--- src/rtl/sp_ram_bist_pkg.sv ---
// Shared types and per-element March C- constants for the RAM self-test engine.
// No logic; the sequencer in sp_ram_march_bist decodes these.
package sp_ram_bist_pkg;

  typedef enum logic [1:0] {
    IDLE  = 2'd0,
    RUN   = 2'd1,
    DRAIN = 2'd2,
    DONE  = 2'd3
  } bist_state_t;

  typedef enum logic [2:0] {
    M0 = 3'd0,
    M1 = 3'd1,
    M2 = 3'd2,
    M3 = 3'd3,
    M4 = 3'd4,
    M5 = 3'd5
  } march_elem_t;

  // has_rd: op0 is a read; two_ops: op1 is a write following that read.
  typedef struct packed {
    logic down;
    logic has_rd;
    logic two_ops;
    logic rd_bg;
    logic wr_bg;
  } elem_cfg_t;

  function automatic elem_cfg_t elem_cfg(input march_elem_t e);
    elem_cfg_t c;
    c = '0;
    case (e)
      M0:      c = '{down: 1'b0, has_rd: 1'b0, two_ops: 1'b0, rd_bg: 1'b0, wr_bg: 1'b0};
      M1:      c = '{down: 1'b0, has_rd: 1'b1, two_ops: 1'b1, rd_bg: 1'b0, wr_bg: 1'b1};
      M2:      c = '{down: 1'b0, has_rd: 1'b1, two_ops: 1'b1, rd_bg: 1'b1, wr_bg: 1'b0};
      M3:      c = '{down: 1'b1, has_rd: 1'b1, two_ops: 1'b1, rd_bg: 1'b0, wr_bg: 1'b1};
      M4:      c = '{down: 1'b1, has_rd: 1'b1, two_ops: 1'b1, rd_bg: 1'b1, wr_bg: 1'b0};
      M5:      c = '{down: 1'b1, has_rd: 1'b1, two_ops: 1'b0, rd_bg: 1'b0, wr_bg: 1'b0};
      default: c = '0;
    endcase
    return c;
  endfunction

  // Saturates at M5; the sequencer leaves RUN after the last M5 access.
  function automatic march_elem_t next_elem(input march_elem_t e);
    march_elem_t n;
    case (e)
      M0:      n = M1;
      M1:      n = M2;
      M2:      n = M3;
      M3:      n = M4;
      M4:      n = M5;
      default: n = M5;
    endcase
    return n;
  endfunction

endpackage

--- src/rtl/sp_ram_march_bist.sv ---
// March C- self-test initiator for a single-port RAM with 1-cycle read latency.
// One access per cycle; done 10*NUM_WORDS+2 cycles after start; no backpressure from the RAM.
module sp_ram_march_bist
  import sp_ram_bist_pkg::*;
#(
  parameter int RAM_SIZE   = 32768,
  parameter int ADDR_WIDTH = $clog2(RAM_SIZE),
  parameter int DATA_WIDTH = 32
) (
  input  logic                      clk,
  input  logic                      rst_i,
  input  logic                      start_i,
  output logic                      busy_o,
  output logic                      done_o,
  output logic                      pass_o,
  output logic [ADDR_WIDTH-1:0]     fail_addr_o,
  output logic [DATA_WIDTH-1:0]     fail_data_o,
  output logic                      ram_en_o,
  output logic [ADDR_WIDTH-1:0]     ram_addr_o,
  output logic [DATA_WIDTH-1:0]     ram_wdata_o,
  output logic                      ram_we_o,
  output logic [DATA_WIDTH/8-1:0]   ram_be_o,
  input  logic [DATA_WIDTH-1:0]     ram_rdata_i
);

  localparam int BE_W      = DATA_WIDTH / 8;
  localparam int NUM_WORDS = RAM_SIZE / BE_W;
  localparam int WORD_W    = $clog2(NUM_WORDS);
  localparam int BYTE_SH   = $clog2(BE_W);

  localparam logic [WORD_W-1:0] WORD_LAST = WORD_W'(NUM_WORDS - 1);

  bist_state_t               state_q, state_d;
  march_elem_t               elem_q, elem_d;
  logic [WORD_W-1:0]         word_q, word_d;
  logic                      op_q, op_d;
  logic                      rd_vld_q, rd_vld_d;
  logic [DATA_WIDTH-1:0]     rd_exp_q, rd_exp_d;
  logic [ADDR_WIDTH-1:0]     rd_addr_q, rd_addr_d;
  logic [ADDR_WIDTH-1:0]     fail_addr_q, fail_addr_d;
  logic [DATA_WIDTH-1:0]     fail_data_q, fail_data_d;
  logic                      pass_q, pass_d;

  elem_cfg_t                 cfg;
  elem_cfg_t                 cfg_next;
  logic [ADDR_WIDTH-1:0]     word_addr;
  logic                      is_read;
  logic                      last_op;
  logic                      last_word;
  logic                      mismatch;

  always_ff @(posedge clk or posedge rst_i) begin
    if (rst_i) begin
      state_q     <= IDLE;
      elem_q      <= M0;
      word_q      <= '0;
      op_q        <= 1'b0;
      rd_vld_q    <= 1'b0;
      rd_exp_q    <= '0;
      rd_addr_q   <= '0;
      fail_addr_q <= '0;
      fail_data_q <= '0;
      pass_q      <= 1'b0;
    end else begin
      state_q     <= state_d;
      elem_q      <= elem_d;
      word_q      <= word_d;
      op_q        <= op_d;
      rd_vld_q    <= rd_vld_d;
      rd_exp_q    <= rd_exp_d;
      rd_addr_q   <= rd_addr_d;
      fail_addr_q <= fail_addr_d;
      fail_data_q <= fail_data_d;
      pass_q      <= pass_d;
    end
  end

  always_comb begin
    cfg       = elem_cfg(elem_q);
    cfg_next  = elem_cfg(next_elem(elem_q));
    word_addr = ADDR_WIDTH'(word_q) << BYTE_SH;
    is_read   = cfg.has_rd && !op_q;
    last_op   = !cfg.two_ops || op_q;
    last_word = cfg.down ? (word_q == '0) : (word_q == WORD_LAST);
    mismatch  = (state_q == RUN || state_q == DRAIN) && rd_vld_q && (ram_rdata_i != rd_exp_q);
  end

  always_comb begin
    state_d     = state_q;
    elem_d      = elem_q;
    word_d      = word_q;
    op_d        = op_q;
    rd_vld_d    = 1'b0;
    rd_exp_d    = rd_exp_q;
    rd_addr_d   = rd_addr_q;
    fail_addr_d = fail_addr_q;
    fail_data_d = fail_data_q;
    pass_d      = pass_q;
    ram_en_o    = 1'b0;
    ram_addr_o  = '0;
    ram_wdata_o = '0;
    ram_we_o    = 1'b0;
    ram_be_o    = '0;

    case (state_q)
      IDLE, DONE: begin
        if (start_i) begin
          state_d     = RUN;
          elem_d      = M0;
          word_d      = '0;
          op_d        = 1'b0;
          pass_d      = 1'b0;
          fail_addr_d = '0;
          fail_data_d = '0;
        end
      end

      RUN: begin
        ram_en_o    = 1'b1;
        ram_be_o    = '1;
        ram_addr_o  = word_addr;
        ram_we_o    = !is_read;
        ram_wdata_o = is_read ? '0 : {DATA_WIDTH{cfg.wr_bg}};

        if (is_read) begin
          rd_vld_d  = 1'b1;
          rd_exp_d  = {DATA_WIDTH{cfg.rd_bg}};
          rd_addr_d = word_addr;
        end

        // Read/write pairs stay on one word; the word moves only after the last op.
        if (!last_op) begin
          op_d = 1'b1;
        end else begin
          op_d = 1'b0;
          if (!last_word) begin
            word_d = cfg.down ? (word_q - WORD_W'(1)) : (word_q + WORD_W'(1));
          end else if (elem_q == M5) begin
            state_d = DRAIN;
          end else begin
            elem_d = next_elem(elem_q);
            word_d = cfg_next.down ? WORD_LAST : '0;
          end
        end
      end

      DRAIN: begin
        state_d = DONE;
        pass_d  = 1'b1;
      end

      default: state_d = IDLE;
    endcase

    // Only the first mismatch is ever latched: it moves the engine straight to DONE.
    if (mismatch) begin
      state_d     = DONE;
      rd_vld_d    = 1'b0;
      pass_d      = 1'b0;
      fail_addr_d = rd_addr_q;
      fail_data_d = ram_rdata_i;
    end
  end

  assign busy_o      = (state_q == RUN) || (state_q == DRAIN);
  assign done_o      = (state_q == DONE);
  assign pass_o      = pass_q && done_o;
  assign fail_addr_o = fail_addr_q;
  assign fail_data_o = fail_data_q;

endmodule

--- config.mk ---
export PLATFORM = sky130hd
export DESIGN_NAME = sp_ram_march_bist
export DESIGN_NICKNAME = d
export VERILOG_FILES = /design/src/rtl/sp_ram_bist_pkg.sv /design/src/rtl/sp_ram_march_bist.sv
export SDC_FILE = /design/constraint.sdc
export NUM_CORES = 1
export LEC_CHECK = 0
export ABC_AREA = 1
export BUFFER_PORTS_ARGS = -buffer_cell sky130_fd_sc_hd__buf_4
export CORE_MARGIN = 3
export CORE_UTILIZATION = 48
export CTS_CLUSTER_SIZE = 25
export DETAILED_ROUTE_END_ITERATION = 7
export PLACE_DENSITY = 0.77
export RECOVER_POWER = 25
export SLEW_MARGIN = 20
export SYNTH_ARGS = -nofsm -noshare
export SYNTH_HDL_FRONTEND = slang
export SYNTH_SLANG_ARGS = --single-unit
--- constraint.sdc ---
create_clock -name clk -period 3.6 [get_ports clk]
set_clock_uncertainty 0.15 [all_clocks]
set_input_delay 0.72 -clock clk [delete_from_list [all_inputs] [get_ports clk]]
set_output_delay 0.72 -clock clk [all_outputs]
set_load 0.005 [all_outputs]
Word-level counts from Yosys, hierarchy flattened
Index checks and enable logic that the tools add are counted.

$add $sub $neg: 2. Equality and inequality tests: 24. Muxes and demuxes: 42. Reduce and logical (&&, ||, !) cells: 24.

Operators by type and width (number): 2-to-1 mux 32 bit (5); 2-to-1 mux 13 bit (6); 2-to-1 mux 15 bit (4); case mux 5 bit (5 select lines) (2); != test 32 bit (1); case mux 13 bit (2 select lines) (1); adder 13 x 1 -> 13 bit (second input constant) (1); equality test 13 bit (second input constant) (1); zero test 13 bit (1); subtractor 13 x 1 -> 13 bit (second input constant) (1); equality test 3 x 2 -> 1 bit (second input constant) (4); equality test 3 bit (second input constant) (4); 2-to-1 mux 3 bit (4); != test 3 bit (second input constant) (4); case mux 3 bit (4 select lines) (1); 2-to-1 mux 2 bit (5); 2-to-1 mux 1 bit (9); != test 2 bit (second input constant) (4); AND reduction 2 bit (4); AND reduction 4 bit (2); equality test 3 x 1 -> 1 bit (second input constant) (2); case mux 2 bit (3 select lines) (1); case mux 3 bit (2 select lines) (1); nonzero test 2 bit (3); other kinds (13) (21).

Bits in registers: 82. Input port bits: 35. Output and inout bits: 103. Word-level logic and storage cells: 102.

Longest topological paths before layout
Gate-level depths: netlist (run 1).

Depth after elaboration: 9. Mapped depth: 18.

Worst setup path after synthesis (run 1)
Ideal clock, no wire load.

Path type: reg2out. Start point: reg state_q[1]. End point: out ram_wdata_o[10]. Arrival: 2.946 ns. Data required time: 2.730 ns. Path slack: -0.216 ns. Stages on the path, launching flop included: 6. Buffers on the path: 1. Cell sequence: dfrtp_1 > inv_1 > ha_1 > inv_1 > nor3_1 > buf_4.

Longest elaborated chain between the ends: 2.

RTL lines: start: declaration (RTL line sp_ram_march_bist.sv:33) `bist_state_t state_q, state_d;`; start signal: assignment (RTL line sp_ram_march_bist.sv:65) `state_q <= state_d;`; equality test 2 x 1 -> 1 bit (RTL line sp_ram_march_bist.sv:105) `case (state_q)`; 2-to-1 mux 32 bit (RTL line sp_ram_march_bist.sv:105); end: declaration (RTL line sp_ram_march_bist.sv:20) `output logic [DATA_WIDTH-1:0] ram_wdata_o,`.

Every way passes these cells.

Worst setup path in the final report (run 1)
Start point: reg state_q[1]. End point: out ram_wdata_o[9].

Same word-level chain as after synthesis.

==> flow_metrics.env, run 1 <==
export IMPL_die_h_um=108.4
export IMPL_drc=0
export IMPL_wl_per_cell_um=14.85
export IMPL_place_congestion=0.9731
export IMPL_cp_num_buf_inv=5
export IMPL_clock_latency_ns=0.37
export IMPL_rsz0062_at_grt="false"
export IMPL_dpl_hpwl_mm=10.08
export IMPL_fin_crit_ns=2.997
export IMPL_ioPinCount=138
export IMPL_start_util_pct=50.38
export IMPL_cts_resized_gates=0
export IMPL_synth_compound_area_share_pct=7.452
export IMPL_synth_cell_types=37
export IMPL_antenna_found_initial=0
export IMPL_fin_nets=828
export IMPL_diodes=0
export IMPL_htree_levels=3
export IMPL_synth_edf_count=0
export IMPL_peakVddDrop_v=0.0002604
export IMPL_fillers=909
export IMPL_area_growth_synth_to_final_pct=20.02
export IMPL_worst_pin_slew_ns=1.964
export IMPL_fin_ws_ns=0.6031
export IMPL_critPathTopFamily="buffers and inverters"
export IMPL_first_global_vias=4656
export IMPL_fin_crit_sh_pct=83.25
export IMPL_synth_seq_cells=80
export IMPL_clkTransAtPathRegs_ns=0.08
export IMPL_cp_depth=7
export IMPL_cts_setup_buffers=0
export IMPL_end_kind="primary output"
export IMPL_die_area_um2=11760
export IMPL_routed_via_density=5.227
export IMPL_grt_pass1_wl_mm=22.64
export IMPL_p_leak_uw=0.003374
export IMPL_hold_buffers=0
export IMPL_syn_avg_cell_area_um2=7.217
export IMPL_clock_sinks=80
export IMPL_timing_rr_end="word_q[8]"
export IMPL_cp_slowest_cell="dfrtp_1"
export IMPL_slew_viol_final=81
export IMPL_pre_cts_ws_ns=0.9487
export IMPL_muxShareOfSynthArea_pct=0
export IMPL_max_freq_mhz=333.7
export IMPL_setup_tns_ns=0
export IMPL_setup_worst_path_start="state_q[1]"
export IMPL_yosysWarnings=0
export IMPL_timing_rr_start="elem_q[1]"
export IMPL_rows=36
export IMPL_crit_arrival_ns=2.13
export IMPL_setup_viol=0
export IMPL_final_hold_violation_count=0
export IMPL_status="complete, but fails checks"
export IMPL_root_buffer="clkbuf_8"
export IMPL_die_width_um=108.4
export IMPL_grt_max_degree=81
export IMPL_via_count=4835
export IMPL_grt_overflow_total=0
export IMPL_finalPower_uw=3893
export IMPL_slew_headroom_pct=-30.95
export IMPL_critPathRequiredTime_ns=2.73
export IMPL_crit_path_start_kind="register"
export IMPL_drive_gt1_share_pct=23.86
export IMPL_async_flop_share_pct=100.0
export IMPL_power_density_nw_per_um2=644.0
export IMPL_seq_area_frac_synth_pct=39.74
export IMPL_finish_utilization_pct=60.46
export IMPL_violations="max-capacitance violations, max-slew violations"
export IMPL_reg2reg_slack_ns=1.02
export IMPL_cts_buffers=9
export IMPL_grt_util_all_layers_pct=24.05
export IMPL_synth_xor_area_share_pct=0.6955
export IMPL_syn_inst=698
export IMPL_core_um2=10000
export IMPL_drv_cap=1
export IMPL_cpPeakStageDelay_ns=0.43
export IMPL_cts_tree="done"
export IMPL_cp_common_cell="buf_4"
export IMPL_cp_max_fo=32
export IMPL_cts_path_max_buffers=2
export IMPL_crit_type="register to primary output"
export IMPL_endpoint="ram_wdata_o[9]"
export IMPL_synth_fa_ha_area_share_pct=1.490
export IMPL_hp_class="register to register"
export IMPL_path_cells="inv_1 -> ha_1 -> buf_4 -> inv_1 -> nor3_2 -> buf_4 -> buf_4"
export IMPL_yosys_most_used_dff="dfrtp_1"
export IMPL_ant_nets=0
export IMPL_wl_mm=13.74
export IMPL_synth_area_um2=5037
export IMPL_drt_iter0_drc=519
export IMPL_worstRegToRegCells=16
export IMPL_synthSimpleGateAreaFrac_pct=35.20
export IMPL_first_pass_iters=5
export IMPL_port_buffers=133
export IMPL_synth_top_family_by_area="simple AND/OR/NAND/NOR gates"
worst min path at each step:
| stage | start | endpoint | cells after the start |
|---|---|---|---|
| finish | rd_addr_q[11] | fail_addr_o[11] | 2 |
| global route | rd_addr_q[11] | fail_addr_o[11] | 2 |
| global placement | rd_addr_q[11] | fail_addr_o[11] | 2 |
| floorplan | rd_addr_q[10] | fail_addr_o[10] | 2 |
| detailed placement | rd_addr_q[5] | fail_addr_o[5] | 2 |
| CTS | rd_addr_q[5] | fail_addr_o[5] | 2 |
report_power, final:
group          switching (µW)  internal (µW)  leakage [µW]  total [µW]
Sequential                228           1150       0.00110        1370
Combinational            1040            715       0.00217        1760
Clock                     350            409      0.000106         758
Total                    1620           2270       0.00337        3890
kinds of logic (layout without fill, tap and decap cells):
| kind of cell | count (synthesis) | count (layout) |
|---|---|---|
| other cells | 1 | 4 |
| flops | 80 | 80 |
| xor+xnor | 4 | 4 |
| simple gates | 388 | 388 |
| compound gates | 69 | 69 |
| fa+ha+maj | 6 | 6 |
| buf+inv | 150 | 241 |
final cells by class:
cell class                      instances  area (µm²)  share of cell area (%)
Multi-Input combinational cell        471        2286                   37.81
Sequential cell                        80        2002                   33.11
Timing Repair Buffer                  140        1049                   17.34
Inverter                               85       321.6                   5.319
Tap cell                              133       166.4                   2.752
Clock buffer                           11       141.4                   2.339
Clock inverter                          5       80.08                   1.325
layer usage:
| metal | wire, µm | track usage, % | vias to the layer above | share of wire, % |
|---|---|---|---|---|
| li1 | - | - | 2372 | - |
| met1 | 5951 | 32.33 | 2258 | 43 |
| met2 | 6651 | 40.07 | 190 | 48 |
| met3 | 964 | 3.104 | 15 | 7.0 |
| met4 | 169 | 8.206 | 0 | 1.2 |
| met5 | 0 | 0 | - | 0 |
cells in the mapped netlist (3+ instances only):
library cell	instances	area, µm²
nand2_1	210	788.3
nand3_1	96	480.5
dfrtp_1	80	2002
inv_1	73	274.0
o21ai_0	55	275.3
buf_4	46	345.3
nor2_1	25	93.84
nor3_1	20	100.1
nand4_1	13	81.33
inv_2	11	41.29
clkbuf_1	10	37.54
ha_1	6	75.07
a21oi_1	5	25.02
nand2_2	5	31.28
buf_2	4	20.02
buf_6	4	45.04
nand2_4	4	45.04
xnor2_1	3	26.28
metrics by stage:
stage,cell area [µm²],instances,hold WS [ns]
6_report,6046,925,0.3288
5_1_grt,6046,925,0.3633
4_1_cts,6048,925,0.3304
3_5_place_dp,5827,909,0.3098
3_3_place_gp,5827,909,0.3146
2_1_floorplan,5054,701,0.2995
worst register-to-register path, stage by stage, from the launching register on:
cell,delay (ns)
dfrtp_1,0.58
nand2_4,0.26
nand2_8,0.23
nand2_1,0.07
nand2_1,0.10
inv_2,0.05
ha_1,0.17
inv_1,0.05
nand2_1,0.10
nand3_1,0.13
nand2_1,0.11
nand2_1,0.12
nand2_1,0.07
nand2_1,0.06
nand3_1,0.09
nand2_1,0.10
nand2_1,0.05
sequential cells by signal (all words and copies together), names as in the netlist:
signal / flops
elem_q: 3
pass_q: 1
rd_vld_q: 1
state_q: 2
fail_addr_o: 13
rd_addr_q: 13
op_q: 1
word_q: 13
fail_data_o: 32
rd_exp_q: 1
layout by cell type (no fill, tap or decap), drive strengths merged:
| cell type | synthesis | final |
|---|---|---|
| nand3b | 2 | 2 |
| o22ai | 1 | 1 |
| clkbuf | 10 | 13 |
| nand4 | 13 | 13 |
| xnor2 | 3 | 3 |
| o21ai | 55 | 55 |
| inv | 85 | 85 |
| nor2 | 29 | 29 |
| o31ai | 2 | 2 |
| xor2 | 1 | 1 |
| a41oi | 2 | 2 |
| buf | 55 | 138 |
| dfrtp | 80 | 80 |
| nor3 | 20 | 20 |
| conb | 1 | 4 |
| clkinvlp | 0 | 2 |
| ha | 6 | 6 |
| bufinv | 0 | 2 |
| clkinv | 0 | 1 |
| nand2 | 221 | 221 |
| nor4 | 2 | 2 |
| nand3 | 99 | 99 |
| a31oi | 1 | 1 |
| o21bai | 3 | 3 |
| or2 | 2 | 2 |
| a21oi | 5 | 5 |
(Power assumes the default switching activity.)
==> run 2, diff against run 1 <==
ABC_AREA = 0   (was 1)
PLACE_DENSITY = 0.78   (was 0.77)
clock period = 2.6 ns   (was 3.6 ns; I/O delays follow)
==> flow_metrics.env, run 2 <==
export IMPL_seq_area_frac_synth_pct=41.69
export IMPL_crit_path_start_kind="register"
export IMPL_htree_levels=3
export IMPL_grt_pass1_wl_mm=20.09
export IMPL_setup_tns_ns=0
export IMPL_yosys_most_used_dff="dfrtp_1"
export IMPL_grt_overflow_total=0
export IMPL_synth_area_um2=4802
export IMPL_slew_viol_final=0
export IMPL_first_pass_iters=5
export IMPL_end_kind="register"
export IMPL_slew_headroom_pct=15.31
export IMPL_start_util_pct=50.77
export IMPL_fin_nets=664
export IMPL_hp_class="primary input to register"
export IMPL_rsz0062_at_grt="true"
export IMPL_synth_cell_types=55
export IMPL_die_h_um=106.0
export IMPL_die_area_um2=11240
export IMPL_timing_hold_ws_ns=0.2517
export IMPL_diodes=0
export IMPL_clkTransAtPathRegs_ns=0.10
export IMPL_ioPinCount=138
export IMPL_area_growth_synth_to_final_pct=23.97
export IMPL_fillers=801
export IMPL_status="completed"
export IMPL_syn_inst=516
export IMPL_core_um2=9459
export IMPL_synth_area_leader_cell="dfrtp_1"
export IMPL_place_congestion=0.9744
export IMPL_hold_buffers=0
export IMPL_via_count=4129
export IMPL_crit_arrival_ns=2.63
export IMPL_ys_top_cells_by_area="dfrtp_1 42%, mux2i_1 9.4%, buf_4 6.6%, nand2_1 4.9%, inv_1 4.4%"
export IMPL_final_hold_violation_count=0
export IMPL_worst_pin_slew_ns=1.263
export IMPL_power_internal_uw=3038
export IMPL_drt_iter0_drc=508
export IMPL_clock_latency_ns=0.36
export IMPL_p_sw_share_pct=39.38
export IMPL_cts_buffers=9
export IMPL_timing_rr_start="elem_q[2]"
export IMPL_fin_crit_sh_pct=97.18
export IMPL_routed_via_density=5.454
export IMPL_pre_cts_ws_ns=0.1519
export IMPL_regArea_um2=2002
export IMPL_final_common_cell="buf_4"
export IMPL_antenna_found_initial=0
export IMPL_cp_max_fo=5
export IMPL_layout_cells_non_filler=757
export IMPL_drv_cap=0
export IMPL_drive_gt1_share_pct=33.76
export IMPL_first_global_vias=4123
export IMPL_synth_seq_cells=80
export IMPL_yosysMostFrequentCell="dfrtp_1"
export IMPL_port_buffers=133
export IMPL_root_buffer="clkbuf_8"
export IMPL_clock_sinks=80
export IMPL_p_leak_uw=0.003221
export IMPL_worstRegToRegCells=10
export IMPL_cts_path_max_buffers=2
export IMPL_hold_end="fail_data_o[20]"
export IMPL_finish_utilization_pct=62.94
export IMPL_setup_viol=0
export IMPL_grt_max_degree=48
export IMPL_multi_input_area_um2=2147
export IMPL_critPathRequiredTime_ns=2.70
export IMPL_async_flop_share_pct=100.0
export IMPL_fin_ws_ns=0.07332
export IMPL_power_density_nw_per_um2=841.7
export IMPL_largest_reg_flops=32
export IMPL_peakVddDrop_v=0.0003400
export IMPL_crit_type="register to register"
export IMPL_cts_tree="done"
export IMPL_ant_nets=0
export IMPL_dpl_hpwl_mm=8.938
export IMPL_synth_common_cells="80 x dfrtp_1, 63 x nand2_1, 56 x inv_1, 45 x mux2i_1, 42 x buf_4"
export IMPL_max_freq_mhz=395.8
export IMPL_p_switching_uw=1973
export IMPL_dp_cells=736
export IMPL_most_common_layout_cells="155 x buf_4, 80 x dfrtp_1, 63 x nand2_1"
export IMPL_yosys_area_top_type_share_pct=41.69
export IMPL_timing_rr_end="word_q[4]"
export IMPL_wl_mm=12.20
export IMPL_rows=35
export IMPL_power_share_sequential_pct=34.5
export IMPL_reg2reg_slack_ns=0.07
export IMPL_fin_crit_ns=2.527
export IMPL_hold_depth=3
export IMPL_grt_util_all_layers_pct=21.91
export IMPL_syn_avg_cell_area_um2=9.306
export IMPL_drc=0
export IMPL_die_width_um=106.0
export IMPL_min_from="ram_rdata_i[20]"
export IMPL_clkPwrFrac_pct=19.4
export IMPL_pwr_share_comb_pct=46.0
export IMPL_synth_edf_count=0
export IMPL_yosysWarnings=0
export IMPL_wl_per_cell_um=16.12
[run 2: cells by family (layout without fill, tap and decap cells)]
family | count (synthesis) | in the layout | synth area share [%]
buffers and inverters | 124 | 233 | 15.01
and+or+nand+nor | 175 | 175 | 18.71
other | 1 | 4 | 0.07809
DFF | 80 | 80 | 41.69
xor gates and xnor gates | 2 | 2 | 0.3648
adders and majority gates | 6 | 6 | 1.563
muxes | 59 | 59 | 12.98
AOI/OAI and AO/OA | 69 | 69 | 9.615
[run 2: worst max path at each step]
stage,startpoint,end,slack (ns),cells past startpoint
floorplan,elem_q[2],word_q[8],-0.06,11
global placement,ram_rdata_i[12],fail_data_o[28],0.25,7
detailed placement,ram_rdata_i[5],fail_data_o[30],0.15,8
CTS,state_q[1],ram_wdata_o[5],0.05,6
global route,elem_q[2],word_q[8],-0.03,9
finish,elem_q[2],word_q[4],0.07,10
[run 2: area by class of cell]
cell class	count	share of cell area, %
inverter	56	3.552
multi-input combinational	315	36.07
sequential	80	33.63
tap	129	2.711
timing repair buffer	161	20.53
clock inverter	7	1.429
clock buffer	9	2.081
[run 2: power groups by stage]
| stage | registers (µW) | clock network (µW) | logic (µW) |
|---|---|---|---|
| floorplan | 1690 | 0 | 1540 |
| global placement | 1740 | 0 | 2210 |
| detailed placement | 1750 | 0 | 2280 |
| CTS | 1730 | 1010 | 2310 |
| global route | 1770 | 1070 | 2540 |
| finish | 1730 | 974 | 2310 |
[run 2: repair_timing]
action / 4_1_cts / 5_1_grt
gates resized for setup: 1 / 4
buffers inserted: 1 / 3
setup endpoints to repair: 32 / 34
gates cloned: 0 / 1
pin swaps: 0 / 3
[run 2: per-stage QoR]
step	power [µW]	area [µm²]
floorplan	3231	4881
global placement	3949	5720
detailed placement	4033	5720
CTS	5044	5941
global route	5381	5953
finish	5011	5953
[run 2: metal layers]
metal  track usage (%)  part of all wire [%]  wire length (µm)
met1             27.79                    42              5108
met2             36.84                    49              5947
met5                 0                     0                 0
met3             5.343                   7.6               927
met4             7.123                   1.8               218
[run 2: worst max-delay path, stage by stage, from the launching register on]
cell	delay (ns)
dfrtp_1	0.42
nand3b_1	0.19
and2_4	0.16
xnor2_1	0.13
ha_2	0.21
or4_4	0.45
a21oi_4	0.19
buf_4	0.14
a21o_1	0.10
a31oi_1	0.09
o21a_1	0.20
==> run 3, diff against run 2 <==
BUFFER_PORTS_ARGS = -buffer_cell sky130_fd_sc_hd__buf_2   (was -buffer_cell sky130_fd_sc_hd__buf_4)
==> flow_metrics.env, run 3 (synthesis gave the netlist of run 2 again) <==
export IMPL_status="complete, but fails checks"
export IMPL_violations="max-capacitance violations, max-slew violations"
export IMPL_diodes=0
export IMPL_fin_crit_ns=2.475
export IMPL_wl_mm=11.65
export IMPL_layout_cells_non_filler=754
export IMPL_clkTransAtPathRegs_ns=0.09
export IMPL_core_um2=9459
export IMPL_max_freq_mhz=404.1
export IMPL_grt_pass1_wl_mm=18.94
export IMPL_most_common_layout_cells="133 x buf_2, 79 x dfrtp_1, 63 x nand2_1"
export IMPL_setup_viol=0
export IMPL_p_leak_uw=0.003177
export IMPL_cpPeakStageDelay_ns=0.44
export IMPL_final_common_cell="buf_2"
export IMPL_fillers=809
export IMPL_clock_sinks=80
export IMPL_multi_input_area_um2=2165
export IMPL_fin_crit_sh_pct=95.17
export IMPL_die_width_um=106.0
export IMPL_power_density_nw_per_um2=843.9
export IMPL_htree_levels=3
export IMPL_die_area_um2=11240
export IMPL_hp_class="primary input to register"
export IMPL_antenna_found_initial=0
export IMPL_worst_pin_slew_ns=1.732
export IMPL_clock_latency_ns=0.36
export IMPL_reg2reg_slack_ns=0.13
export IMPL_final_hold_violation_count=0
export IMPL_first_pass_iters=5
export IMPL_cts_tree="done"
export IMPL_drive_gt1_share_pct=34.24
export IMPL_slew_viol_final=81
export IMPL_critPathRequiredTime_ns=2.71
export IMPL_cts_path_max_buffers=2
export IMPL_first_global_vias=3865
export IMPL_port_buffers=133
export IMPL_cts_buffers=9
export IMPL_drt_iter0_drc=467
export IMPL_cp_num_buf_inv=1
export IMPL_peakVddDrop_v=0.0003968
export IMPL_ioPinCount=138
export IMPL_critPathTopFamily="simple AND/OR/NAND/NOR gates"
export IMPL_ant_nets=0
export IMPL_grt_overflow_total=0
export IMPL_die_h_um=106.0
export IMPL_crit_arrival_ns=2.59
export IMPL_regArea_um2=2003
export IMPL_crit_type="register to register"
export IMPL_largest_reg_flops=32
export IMPL_path_cells="nand2b_1 -> and2_4 -> xnor2_1 -> ha_2 -> or4_4 -> a21oi_4 -> buf_4 -> a21o_1 -> a31oi_1 -> o21a_1"
export IMPL_slew_headroom_pct=-15.50
export IMPL_crit_path_start_kind="register"
export IMPL_grt_max_degree=81
export IMPL_root_buffer="clkbuf_8"
export IMPL_end_kind="register"
export IMPL_finalPower_uw=4719
export IMPL_via_count=4068
export IMPL_dp_cells=734
export IMPL_place_congestion=0.9599
export IMPL_rsz0062_at_grt="false"
export IMPL_start_util_pct=50.77
export IMPL_cp_slowest_cell="or4_4"
export IMPL_routed_via_density=5.395
export IMPL_grt_util_all_layers_pct=20.73
export IMPL_dpl_hpwl_mm=8.476
export IMPL_cp_max_fo=4
export IMPL_wl_per_cell_um=15.45
export IMPL_drv_cap=1
export IMPL_fin_nets=661
export IMPL_area_growth_synth_to_final_pct=16.44
export IMPL_drc=0
export IMPL_rows=35
[run 3: cell types whose count changed in the layout (fill, tap and decap cells not counted), sizes merged]
cell / delta
clkbuf: -2
buf: -1
bufinv: -1
clkinv: +1
clkinvlp: -1
inv: +1
[run 3: repair_timing]
action | CTS | global route
endpoints found under the hold margin | 0 | 0
gates resized for setup | 1 | 5
endpoints found under the setup margin | 32 | 39
buffers inserted | 0 | 4
hold buffers | 0 | 0
pin swaps | 0 | 3
[run 3: worst min-delay path, cell delays in order]
cell	delay, ns
buf_2	0.12
inv_1	0.05
mux2i_1	0.05
[run 3: path summary, 6_finish.rpt]
path / start / end / cells past startpoint
worst max-delay path: elem_q[1] / word_q[4] / 10
worst min-delay path: ram_rdata_i[16] / fail_data_o[16] / 3
worst max register to register: elem_q[1] / word_q[4] / 10
worst min register to register: rd_addr_q[7] / rd_addr_q[7] / 2
max in group asynchronous: rst_i / rd_exp_q[0] / 3
min in group asynchronous: rst_i / fail_data_o[21] / 3
[run 3: metrics by stage]
| stage | utilization (%) | cell area [µm²] | setup TNS, ns | setup slack, ns | hold WS, ns |
|---|---|---|---|---|---|
| after floorplan | - | 4881 | -0.1520 | -0.05641 | 0.2998 |
| after global placement | 56.80 | 5373 | 0 | 0.2519 | 0.3140 |
| after detailed placement | 56.80 | 5373 | 0 | 0.1595 | 0.3270 |
| after CTS | 58.77 | 5559 | 0 | 0.03058 | 0.1258 |
| after global routing | 59.11 | 5592 | 0 | 0.001058 | 0.2506 |
| final | 59.11 | 5592 | 0 | 0.1255 | 0.2595 |
[run 3: layout make-up]
| cell class | instances | area share, % |
|---|---|---|
| clock buffers | 9 | 2.215 |
| clock inverters | 7 | 1.052 |
| inverters | 56 | 3.826 |
| multi-input cells | 315 | 38.71 |
| flip-flops and latches | 80 | 35.82 |
| well taps | 129 | 2.887 |
| repair buffers | 158 | 15.48 |
[run 3: report_power, final]
part / internal, µW / switching [µW]
Combinational: 899 / 1200
Sequential: 1510 / 226
Clock: 365 / 511
Total: 2780 / 1940
[run 3: layer usage]
metal	wire (µm)	global-route usage, %	share of wire, %
met4	180	7.401	1.5
met5	0	0	0
met2	5707	33.65	49
met3	812	3.764	7.0
met1	4952	27.91	42
